File: src/rtl/pe_pkg.sv
// Shared definitions for the output-stationary PE: activation encodings and
// the tile-accumulation state type.
package pe_pkg;

  localparam int ACT_BYPASS = 0;
  localparam int ACT_RELU   = 1;
  localparam int ACT_LEAKY  = 2;

  typedef enum logic {
    ST_IDLE = 1'b0,
    ST_ACC  = 1'b1
  } pe_state_e;

endpackage

File: src/rtl/pe_act.sv
// Combinational activation applied to a finished tile sum.
module pe_act
  import pe_pkg::*;
#(
  parameter int ACC_WIDTH   = 32,
  parameter int ACT_MODE    = ACT_RELU,
  parameter int LEAKY_SHIFT = 3
) (
  input  logic signed [ACC_WIDTH-1:0] sum_i,
  output logic signed [ACC_WIDTH-1:0] act_o
);

  // Negative sums are zeroed (ReLU) or scaled down (leaky); others pass through
  always_comb begin
    act_o = sum_i;
    if (sum_i[ACC_WIDTH-1]) begin
      case (ACT_MODE)
        ACT_RELU:  act_o = '0;
        ACT_LEAKY: act_o = sum_i >>> LEAKY_SHIFT;
        default:   act_o = sum_i;
      endcase
    end
  end

endmodule

File: src/rtl/pe_os_acc.sv
// Output-stationary systolic PE: forwards A east / B south after one cycle,
// accumulates A*B over a first..last tile and hands the activated sum out
// through a single-entry valid/ready result register.
module pe_os_acc
  import pe_pkg::*;
#(
  parameter int DATA_WIDTH  = 16,
  parameter int ACC_WIDTH   = 32,
  parameter int ACT_MODE    = ACT_RELU,
  parameter int LEAKY_SHIFT = 3,
  parameter int SATURATE    = 1
) (
  input  logic                         clk,
  input  logic                         rst_n,
  input  logic signed [DATA_WIDTH-1:0] a_in,
  input  logic                         a_valid_in,
  input  logic                         first_in,
  input  logic                         last_in,
  input  logic signed [DATA_WIDTH-1:0] b_in,
  input  logic                         b_valid_in,
  output logic signed [DATA_WIDTH-1:0] a_out,
  output logic                         a_valid_out,
  output logic                         first_out,
  output logic                         last_out,
  output logic signed [DATA_WIDTH-1:0] b_out,
  output logic                         b_valid_out,
  output logic signed [ACC_WIDTH-1:0]  res_out,
  output logic                         res_valid,
  input  logic                         res_ready,
  output logic signed [ACC_WIDTH-1:0]  pre_act,
  output logic                         sat_flag,
  output logic                         overrun,
  output logic                         proto_err
);

  localparam logic [ACC_WIDTH-1:0] ACC_MAX = {1'b0, {(ACC_WIDTH-1){1'b1}}};
  localparam logic [ACC_WIDTH-1:0] ACC_MIN = {1'b1, {(ACC_WIDTH-1){1'b0}}};

  // stage-1 operand registers
  logic signed [DATA_WIDTH-1:0] a_q, b_q;
  logic                         a_vld_q, b_vld_q, first_q, last_q;

  // accumulation state
  pe_state_e                    state_q, state_d;
  logic signed [ACC_WIDTH-1:0]  acc_q, acc_d;
  logic                         sat_q, sat_d;
  logic                         perr_q, perr_d;
  logic                         ld_res;

  // result register
  logic signed [ACC_WIDTH-1:0]  res_q, res_d, act_val;
  logic                         res_vld_q, res_vld_d;
  logic                         ovr_q, ovr_d;

  // datapath
  logic                         beat;
  logic signed [ACC_WIDTH-1:0]  prod_ext;
  logic signed [ACC_WIDTH:0]    sum_ext;
  logic                         ovf;
  logic signed [ACC_WIDTH-1:0]  sum_sat;

  // Stage 1 captures both operand streams every cycle, valid or not
  always_ff @(posedge clk or negedge rst_n) begin
    if (!rst_n) begin
      a_q     <= '0;
      b_q     <= '0;
      a_vld_q <= 1'b0;
      b_vld_q <= 1'b0;
      first_q <= 1'b0;
      last_q  <= 1'b0;
    end else begin
      a_q     <= a_in;
      b_q     <= b_in;
      a_vld_q <= a_valid_in;
      b_vld_q <= b_valid_in;
      first_q <= first_in;
      last_q  <= last_in;
    end
  end

  assign a_out       = a_q;
  assign a_valid_out = a_vld_q;
  assign first_out   = first_q;
  assign last_out    = last_q;
  assign b_out       = b_q;
  assign b_valid_out = b_vld_q;

  // Full-precision product; ACC_WIDTH >= 2*DATA_WIDTH so it always fits.
  // The sum carries one guard bit so overflow shows as a sign disagreement.
  assign beat     = a_vld_q & b_vld_q;
  assign prod_ext = ACC_WIDTH'(a_q) * ACC_WIDTH'(b_q);
  assign sum_ext  = (ACC_WIDTH+1)'(acc_q) + (ACC_WIDTH+1)'(prod_ext);
  assign ovf      = sum_ext[ACC_WIDTH] ^ sum_ext[ACC_WIDTH-1];

  // Clamp toward the true sign on overflow, otherwise keep the low bits
  always_comb begin
    sum_sat = sum_ext[ACC_WIDTH-1:0];
    if ((SATURATE != 0) && ovf) sum_sat = sum_ext[ACC_WIDTH] ? ACC_MIN : ACC_MAX;
  end

  // Tile FSM: first starts (or restarts) a tile, last closes it and loads
  // the result; a beat outside a tile without first is a protocol error
  always_comb begin
    state_d = state_q;
    acc_d   = acc_q;
    sat_d   = sat_q;
    perr_d  = 1'b0;
    ld_res  = 1'b0;
    if (beat) begin
      if (first_q) begin
        acc_d   = prod_ext;
        sat_d   = 1'b0;
        state_d = ST_ACC;
        if (last_q) begin
          ld_res  = 1'b1;
          state_d = ST_IDLE;
        end
      end else if (state_q == ST_ACC) begin
        acc_d = sum_sat;
        sat_d = sat_q | ((SATURATE != 0) && ovf);
        if (last_q) begin
          ld_res  = 1'b1;
          state_d = ST_IDLE;
        end
      end else begin
        perr_d = 1'b1;
      end
    end
  end

  pe_act #(
    .ACC_WIDTH  (ACC_WIDTH),
    .ACT_MODE   (ACT_MODE),
    .LEAKY_SHIFT(LEAKY_SHIFT)
  ) u_act (
    .sum_i(acc_d),
    .act_o(act_val)
  );

  // Accumulator, sticky saturation flag and error pulse
  always_ff @(posedge clk or negedge rst_n) begin
    if (!rst_n) begin
      state_q <= ST_IDLE;
      acc_q   <= '0;
      sat_q   <= 1'b0;
      perr_q  <= 1'b0;
    end else begin
      state_q <= state_d;
      acc_q   <= acc_d;
      sat_q   <= sat_d;
      perr_q  <= perr_d;
    end
  end

  // A new result always wins; overwriting an unconsumed one flags overrun
  always_comb begin
    res_d     = res_q;
    res_vld_d = res_vld_q;
    ovr_d     = 1'b0;
    if (ld_res) begin
      res_d     = act_val;
      res_vld_d = 1'b1;
      ovr_d     = res_vld_q & ~res_ready;
    end else if (res_vld_q && res_ready) begin
      res_vld_d = 1'b0;
    end
  end

  // Result holding register
  always_ff @(posedge clk or negedge rst_n) begin
    if (!rst_n) begin
      res_q     <= '0;
      res_vld_q <= 1'b0;
      ovr_q     <= 1'b0;
    end else begin
      res_q     <= res_d;
      res_vld_q <= res_vld_d;
      ovr_q     <= ovr_d;
    end
  end

  assign res_out   = res_q;
  assign res_valid = res_vld_q;
  assign pre_act   = acc_q;
  assign sat_flag  = sat_q;
  assign overrun   = ovr_q;
  assign proto_err = perr_q;

endmodule

File: config.mk
export PLATFORM = sky130hd
export DESIGN_NAME = pe_os_acc
export DESIGN_NICKNAME = d
export VERILOG_FILES = /design/src/rtl/pe_pkg.sv /design/src/rtl/pe_act.sv /design/src/rtl/pe_os_acc.sv
export SDC_FILE = /design/constraint.sdc
export NUM_CORES = 1
export LEC_CHECK = 0
export ABC_AREA = 1
export CAP_MARGIN = 10
export CORE_MARGIN = 2
export CORE_UTILIZATION = 35
export DETAILED_ROUTE_END_ITERATION = 8
export SKIP_CTS_REPAIR_TIMING = 1
export SLEW_MARGIN = 20
export SYNTH_ARGS = -nofsm -noshare
export SYNTH_HDL_FRONTEND = slang
export SYNTH_SLANG_ARGS = --single-unit
File: constraint.sdc
create_clock -name clk -period 16.7 [get_ports clk]
set_clock_uncertainty 0.1 [all_clocks]
set_input_delay 3.34 -clock clk [delete_from_list [all_inputs] [get_ports clk]]
set_output_delay 3.34 -clock clk [all_outputs]
set_load 0.1 [all_outputs]
==> implementation parameters, run 1 <==
Parameter                              Value

Status
  Result of the run ... completed

Floorplan
  Chip width ... 228 um
  Row Count ... 81
  Initial cell density of the core ... 0.356
  DIE HEIGHT ... 228 um
  IO Count ... 143
  Core Area ... 49200 sq um
  Floorplan die area ... 51800 sq um

Synth
  Number of nets produced by synthesis ... 2735
  Netlist cell types ... 52
  Syn Std Cell Area ... 17500 sq um
  Share of the yosys chip area belonging to registers ... 0.149
  Proportion of synthesized flip-flops having asynchronous set or reset ... 1.00
  Area share of the largest cell type after synthesis ... 0.301
  FF+latch count, synth ... 104
  Synthesis Warnings ... 0
  Flip-flop cell with the highest count after synthesis ... sky130_fd_sc_hd__dfrtp_1
  Leading cell type by number of instances after synthesis ... sky130_fd_sc_hd__nand2_1
  Post-synthesis area per instance ... 7.55 sq um
  Post-synth top area cell ... sky130_fd_sc_hd__fa_1
  Count of flip-flops with a built-in enable after synthesis ... 0
  Commonest cells in the synthesized netlist ... sky130_fd_sc_hd__nand2_1, sky130_fd_sc_hd__inv_1, sky130_fd_sc_hd__fa_1
  Cells after Synth ... 2318
  Leading cell types by total area after synthesis ... sky130_fd_sc_hd__fa_1, sky130_fd_sc_hd__dfrtp_1, sky130_fd_sc_hd__nand2_1

Timing
  Highest Clock Rate ... 114 MHz
  Final worst path period need ... 8790 ps
  Max-slew headroom at the worst pin ... 0.301
  Pin slew with the least headroom to its limit ... 1050 ps
  Number of hold violations in the final report ... 0
  Max-slew violations ... 0
  Unrepaired setup endpoints after global routing ... no
  Setup Total Neg Slack ... 0 ps
  Final setup violating endpoints ... 0
  Final period utilization ... 0.526

Hold path
  Worst min-delay path class ... reg2reg
  Worst Hold Depth ... 2

Clocking
  Clk pin slew, worst setup/hold paths ... 90 ps
  Clock Tree Buf Depth ... 2
  H-tree depth reported by CTS ... 3
  Clock latency reported for the late side of the worst-skew pair ... 410 ps
  TritonCTS clock tree ... built
  Number of buffers created by CTS ... 9
  Root Driver ... sky130_fd_sc_hd__clkbuf_16
  Number of clock sinks ... 104

Detailed routing
  Vias per cell ... 4.77
  Antenna-violating nets left ... 0
  Count of unresolved DRC violations after routing ... 0
  First drt pass iteration count ... 6
  Detail-routed net length per standard cell ... 16.5 um
  Total vias in the final route ... 14600
  Final wirelength ... 50700 um
  Drt initial violations ... 764

Worst setup path
  Crit path launch type ... register
  Capturing element type of the critical path ... register
  Length in cells of the worst reg-to-reg path ... 33
  Worst-path maximum fanout ... 24
  Critical Path AT ... 8990 ps
  Cell occurring most often along the worst timing path ... sky130_fd_sc_hd__fa_1
  Cell with the largest stage delay on the worst path ... sky130_fd_sc_hd__fa_1
  Delay of the slowest cell on the worst path ... 690 ps
  WS Path Type ... reg2reg
  Worst Path Required ... 16900 ps

Cells and area
  Share of post-route cells with drive strength above 1 ... 0.0554
  Net count reported at finish ... 2812
  Multi-input combinational cell area ... 12400 sq um
  Number of filler cells placed in the layout ... 5066
  Area added between synthesis and finish ... 12.9%
  Final std cells w/o fill ... 3064
  Area used by sequential logic in the layout ... 2600 sq um
  Count of antenna diodes in the layout ... 0

GRT
  Global route total overflow ... 0
  Initial antenna violation count ... 0
  Global-route met3 utilization ... 0.0208
  Maximum number of pins on one net before global-route repair ... 56
  M1 GR Usage ... 0.278
  Busiest layer in global routing ... met2
  First-pass GRT wire length ... 83300 um
  Global-route total usage across every layer ... 0.207
  Vias in the first global route ... 15500
  Met2 Usage GRT ... 0.352

Placement
  Detailed-placement wirelength estimate ... 42000 um
  Cell total after placement ... 3048
  Routability Congestion ... 0.916
  Count of input and output buffers ... 141

Flow run
  Maximum capacitance violations ... 0
## cells by family (layout without fill, tap and decap cells)
logic type | count (synthesis) | count (layout) | share of synthesized area
AOI/OAI and AO/OA | 191 | 191 | 0.0689
xor gates and xnor gates | 50 | 50 | 0.0250
adders and majority gates | 378 | 378 | 0.383
buffers and inverters | 640 | 722 | 0.141
DFF | 104 | 104 | 0.149
other | 1 | 1 | 0.000214
and+or+nand+nor | 954 | 954 | 0.233
## worst paths after layout
| kind | from | to | slack (ps) |
|---|---|---|---|
| min | res_out[0] | res_out[0] | 390 |
| max | b_out[1] | res_out[30] | 7910 |
| min in group asynchronous | rst_n | res_out[10] | 2870 |
| max in group asynchronous | rst_n | b_out[15] | 12390 |
| min reg2reg | res_out[0] | res_out[0] | 390 |
| max reg2reg | b_out[1] | res_out[30] | 7910 |
## flip-flops by register name, summed over array words and instances (netlist names), 16 cells and up
name,flops
a_out,16
res_out,31
b_out,16
pre_act,32
## per-stage QoR
step                cell area, sq um  hold slack, ps  worst slack [ps]  utilization
floorplan                      17500             684              8740            -
global route                   19800             410              7330        0.402
CTS                            19800             391              7910        0.402
global placement               19400             370              7840        0.395
detailed placement             19400             365              7970        0.395
finish                         19800             386              7910        0.402
## worst max-delay path, delay by kind of cell, from the launching register on
kind                     cells  cell delay [ps]
AO/OA/AOI/OAI                2              370
XOR/XNOR                     1              330
adder cells (fa/ha/maj)      8             3880
buffers and inverters        5              660
flip-flops                   1              610
AND/OR/NAND/NOR             17             2710
## cell type report
type                            count  area share
Clock buffer                        9      0.0114
Timing Repair Buffer              152      0.0755
Inverter                          554       0.105
Tap cell                          664      0.0421
Multi-Input combinational cell   1574       0.629
Clock inverter                      7     0.00450
Sequential cell                   104       0.132
## metal layers
metal  vias to the layer above  wire, um
li1                       7007         -
met2                       345     24800
met3                        69      1830
met1                      7189     22900
met5                         -         0
met4                         0      1190
## cell usage in the layout, fill, tap and decap left out, drive strengths merged, types with 35 or more instances in the layout
cell type	netlist	layout
dfrtp	104	104
ha	115	115
o21ai	70	70
a21oi	64	64
inv	553	558
nand4	35	35
fa	263	263
nand2	645	645
nand3	73	73
nor2	136	136
clkdlybuf4s50	0	140
xor2	35	35
Power of run 1 is left out: the tool's default activity adds up to more than one toggle a clock period on the data nets, which glitch-free logic cannot reach.
==> run 2: changes to the inputs <==
- clock period: 16.7 -> 7.6 ns (I/O delays scaled with it)
==> run 2 against run 1 <==
Against the previous run: the flow now finishes with violations (negative setup slack); core utilization grew 7.9 points; fmax grew 14%; sequential share of layout area shrank 1.9 points; design area grew 20%.
==> implementation parameters, run 2 (synthesis gave the netlist of run 1 again) <==
Parameter                              Value

Status
  Result of the run ... finished, violations left
  Violations in the final reports ... negative setup slack

Cells and area
  Count of antenna diodes in the layout ... 0
  Number of flip-flops in the largest register ... 32
  Share of post-route cells with drive strength above 1 ... 0.257
  Area added between synthesis and finish ... 35.0%
  Most common library cell in the layout ignoring fill and taps ... sky130_fd_sc_hd__nand2_1
  End-of-flow core utilization ... 0.481
  Top library cells by usage in the layout, fill and taps aside ... sky130_fd_sc_hd__nand2_1, sky130_fd_sc_hd__inv_1, sky130_fd_sc_hd__buf_4, sky130_fd_sc_hd__fa_1, sky130_fd_sc_hd__clkdlybuf4s50_1
  Net count reported at finish ... 3135

Detailed routing
  Detail-routed net length per standard cell ... 16.7 um
  Vias per cell ... 4.73
  First drt pass iteration count ... 5
  Final wirelength ... 56600 um
  Total vias in the final route ... 16000
  Count of unresolved DRC violations after routing ... 0
  Drt initial violations ... 737
  Antenna-violating nets left ... 0

Timing
  Final period utilization ... 1.01
  Final worst path period need ... 7690 ps
  Unrepaired setup endpoints after global routing ... yes
  Highest Clock Rate ... 130 MHz
  Number of hold violations in the final report ... 0
  Max-slew headroom at the worst pin ... 0.275
  Pin slew with the least headroom to its limit ... 1090 ps
  Hold Slack ... 379 ps
  Final setup violating endpoints ... 25
  Final setup margin ... -87.5 ps
  Max-slew violations ... 0

Clocking
  Root Driver ... sky130_fd_sc_hd__clkbuf_16
  Clock latency reported for the late side of the worst-skew pair ... 400 ps
  H-tree depth reported by CTS ... 3
  TritonCTS clock tree ... built
  Number of clock sinks ... 104
  Number of buffers created by CTS ... 9
  Clock Tree Buf Depth ... 2
  Clk pin slew, worst setup/hold paths ... 80 ps

Hold path
  Hold endpoint ... res_out[23]
  Worst hold start ... res_out[23]
  Worst min-delay path class ... reg2reg
  Worst Hold Depth ... 2

Worst setup path
  Buffers & Inverters on Critical Path ... 11
  Number of logic stages on the critical path including buffering ... 42
  WS Path Type ... reg2reg
  Critical Path AT ... 7880 ps
  Length in cells of the worst reg-to-reg path ... 42
  Slack of the worst reg-to-reg path ... -90 ps
  Delay of the slowest cell on the worst path ... 550 ps
  Worst-path maximum fanout ... 5
  Worst Path Required ... 7800 ps
  Worst r2r dst ... res_out[20]
  Top cell family by delay on the critical path ... adder cells
  Cell with the largest stage delay on the worst path ... sky130_fd_sc_hd__fa_1
  Capturing element type of the critical path ... register
  R2R Path Start ... a_out[10]
  Crit path launch type ... register

GRT
  Global-route total usage across every layer ... 0.220
  Vias in the first global route ... 16800
  First-pass GRT wire length ... 88800 um
  Initial antenna violation count ... 0
  Maximum number of pins on one net before global-route repair ... 58
  Global route total overflow ... 0

Placement
  Count of input and output buffers ... 141
  Routability Congestion ... 0.930
  Detailed-placement wirelength estimate ... 45800 um

Floorplan
  Chip width ... 228 um
  Core Area ... 49200 sq um
  Initial cell density of the core ... 0.356
  DIE HEIGHT ... 228 um
  Floorplan die area ... 51800 sq um
  Row Count ... 81
  IO Count ... 143

Flow run
  Maximum capacitance violations ... 0
run 2: changes by cell type in the layout (fill, tap and decap cells not counted), moves of 21 or more:
cell / delta
sky130_fd_sc_hd__nor2_2: +21
sky130_fd_sc_hd__nand2_2: +35
sky130_fd_sc_hd__ha_4: +27
sky130_fd_sc_hd__dfrtp_1: -30
sky130_fd_sc_hd__a21oi_1: -24
sky130_fd_sc_hd__buf_4: +290
sky130_fd_sc_hd__o21ai_0: -22
sky130_fd_sc_hd__nor2_1: -36
sky130_fd_sc_hd__nand2_1: -44
sky130_fd_sc_hd__ha_1: -30
run 2: area by class of cell:
class	instances	area [sq um]
multi-input cells	1574	13500
repair buffers	475	4200
clock buffers	11	253
inverters	554	2090
flip-flops and latches	104	2680
well taps	664	831
fillers	4801	25500
clock inverters	5	45.0
run 2: worst max path at each step:
stage,startpoint,to
after detailed placement,a_out[10],res_out[7]
after floorplan,a_out[10],res_out[12]
final,a_out[10],res_out[20]
after global placement,a_out[15],res_out[7]
after global routing,a_out[13],res_out[8]
after CTS,a_out[10],res_out[7]
run 2: worst register-to-register path: cells and delay by family (launching register included):
family / cells / cell delay [ps]
compound gates: 2 / 240
fa+ha+maj: 8 / 3810
buf+inv: 11 / 1070
flops: 1 / 430
simple gates: 21 / 1930
run 2: through the flow:
step | std cells | worst slack (ps) | setup TNS, ps | cell area [sq um]
3_5_place_dp | 3309 | -449 | -19440 | 21600
6_report | 3387 | -87.5 | -1350 | 23600
4_1_cts | 3325 | -469 | -21410 | 21900
5_1_grt | 3387 | -390 | -17880 | 23600
2_1_floorplan | 2318 | 3.61 | 0 | 17600
3_3_place_gp | 3309 | -436 | -17400 | 21600
run 2: per-layer routing:
layer	up-vias	routed length, um	global-route usage
li1	7660	-	-
met3	90	1950	0.0262
met2	335	29200	0.400
met4	0	1900	0.0561
met5	-	0	0
met1	7928	23600	0.277
Power of run 2 is left out for the same reason.
==> run 3: changes to the inputs <==
- MAX_ROUTING_LAYER: default -> met4
==> run 3 against run 2 <==
Against the previous run: the flow still finishes with violations (negative setup slack); die area did not move; critical path type unchanged; setup slack better by 63 ps; sequential share of layout area about the same; largest cell class unchanged.
==> implementation parameters, run 3 (synthesis gave the netlist of run 1 again) <==
Parameter                              Value

Status
  Result of the run ... finished, violations left
  Violations in the final reports ... negative setup slack

Placement
  Count of input and output buffers ... 141
  Routability Congestion ... 0.937
  DP Area ... 21700 sq um
  Detailed-placement wirelength estimate ... 45400 um
  Cell total after placement ... 3321

Timing
  Final setup margin ... -24.9 ps
  Final period utilization ... 1.00
  Setup Total Neg Slack ... -61.1 ps
  Number of hold violations in the final report ... 0
  Highest Clock Rate ... 131 MHz
  Final setup violating endpoints ... 5
  Max-slew headroom at the worst pin ... 0.316
  Final worst path period need ... 7620 ps
  Unrepaired setup endpoints after global routing ... yes
  Max-slew violations ... 0
  Pin slew with the least headroom to its limit ... 1020 ps

Worst setup path
  Cell occurring most often along the worst timing path ... sky130_fd_sc_hd__inv_1
  Worst r2r dst ... res_out[6]
  Slack of the worst reg-to-reg path ... -20 ps
  Capturing element type of the critical path ... register
  Endpoint of the most critical setup path ... res_out[6]
  Worst setup startpoint ... b_out[10]
  Worst Path Required ... 7800 ps
  Crit path launch type ... register
  Number of logic stages on the critical path including buffering ... 39
  Worst-path maximum fanout ... 5
  Critical Path AT ... 7820 ps
  WS Path Type ... reg2reg
  Top cell family by delay on the critical path ... adder cells
  R2R Path Start ... b_out[10]
  Delay of the slowest cell on the worst path ... 590 ps
  Cell with the largest stage delay on the worst path ... sky130_fd_sc_hd__fa_2
  Length in cells of the worst reg-to-reg path ... 39
  Buffers & Inverters on Critical Path ... 9

GRT
  Vias in the first global route ... 16300
  Initial antenna violation count ... 0
  Global route total overflow ... 0
  First-pass GRT wire length ... 86700 um
  Global-route total usage across every layer ... 0.224
  Maximum number of pins on one net before global-route repair ... 55

Detailed routing
  Count of unresolved DRC violations after routing ... 0
  Antenna-violating nets left ... 0
  Vias per cell ... 4.68
  Detail-routed net length per standard cell ... 16.5 um
  Final wirelength ... 55600 um
  Total vias in the final route ... 15800
  First drt pass iteration count ... 7
  Drt initial violations ... 616

Floorplan
  Initial cell density of the core ... 0.356
  Row Count ... 81
  Chip width ... 228 um
  IO Count ... 143
  Floorplan die area ... 51800 sq um
  Core Area ... 49200 sq um
  DIE HEIGHT ... 228 um

Cells and area
  Count of antenna diodes in the layout ... 0
  Share of post-route cells with drive strength above 1 ... 0.255
  Most common library cell in the layout ignoring fill and taps ... sky130_fd_sc_hd__nand2_1
  Final standard cell area without fillers ... 23700 sq um
  Number of flip-flops in the largest register ... 32
  Net count reported at finish ... 3127
  Top library cells by usage in the layout, fill and taps aside ... sky130_fd_sc_hd__nand2_1, sky130_fd_sc_hd__inv_1, sky130_fd_sc_hd__buf_4, sky130_fd_sc_hd__fa_1, sky130_fd_sc_hd__clkdlybuf4s50_1
  Area added between synthesis and finish ... 35.2%
  Final std cells w/o fill ... 3379

Clocking
  Number of buffers created by CTS ... 9
  H-tree depth reported by CTS ... 3
  Root Driver ... sky130_fd_sc_hd__clkbuf_16
  TritonCTS clock tree ... built
  Clock Tree Buf Depth ... 2
  Clock latency reported for the late side of the worst-skew pair ... 410 ps
  Clk pin slew, worst setup/hold paths ... 80 ps
  Number of clock sinks ... 104

Flow run
  Maximum capacitance violations ... 0

Hold path
  Worst min-delay path class ... reg2reg
-- run 3: cell types whose count changed in the layout (fill, tap and decap cells not counted), sizes merged --
| cell | previous run | this run |
|---|---|---|
| bufinv | 0 | 2 |
| clkbuf | 14 | 15 |
| clkinvlp | 1 | 0 |
| buf | 332 | 321 |
| clkinv | 3 | 4 |
-- run 3: area by class of cell --
type | instances | area [sq um]
Clock inverter | 7 | 113
Multi-Input combinational cell | 1574 | 13600
Clock buffer | 9 | 225
Sequential cell | 104 | 2680
Tap cell | 664 | 831
Fill cell | 4797 | 25500
Inverter | 554 | 2090
Timing Repair Buffer | 467 | 4150
-- run 3: stage by stage --
step           worst slack (ps)  utilization  hold WS, ps
5_1_grt                    -347        0.481          408
2_1_floorplan              3.61            -          684
4_1_cts                    -354        0.448          389
3_3_place_gp               -343        0.441          366
6_report                  -24.9        0.481          386
3_5_place_dp               -270        0.441          366
-- run 3: worst register-to-register path: cells and delay by family (launching register included) --
| family | cells | cell delay [ps] |
|---|---|---|
| buffers and inverters | 9 | 840 |
| DFF | 1 | 540 |
| AOI/OAI and AO/OA | 3 | 430 |
| and+or+nand+nor | 19 | 1930 |
| adders and majority gates | 8 | 3670 |
-- run 3: layer usage --
| layer | global-route usage | share of wire |
|---|---|---|
| met1 | 0.275 | 0.42 |
| met2 | 0.384 | 0.51 |
| met3 | 0.0310 | 0.034 |
| met4 | 0.0687 | 0.030 |
| met5 | - | 0 |
-- run 3: worst min-delay path by stage --
stage           startpoint          end  cells after the start  slack [ps]
2_1_floorplan      state_q   pre_act[4]                      4         680
3_3_place_gp   res_out[21]  res_out[21]                      2         370
3_5_place_dp   res_out[14]  res_out[14]                      2         370
4_1_cts         res_out[1]   res_out[1]                      2         390
5_1_grt         res_out[1]   res_out[1]                      2         410
6_report        res_out[2]   res_out[2]                      2         390
Power of run 3 is left out for the same reason.
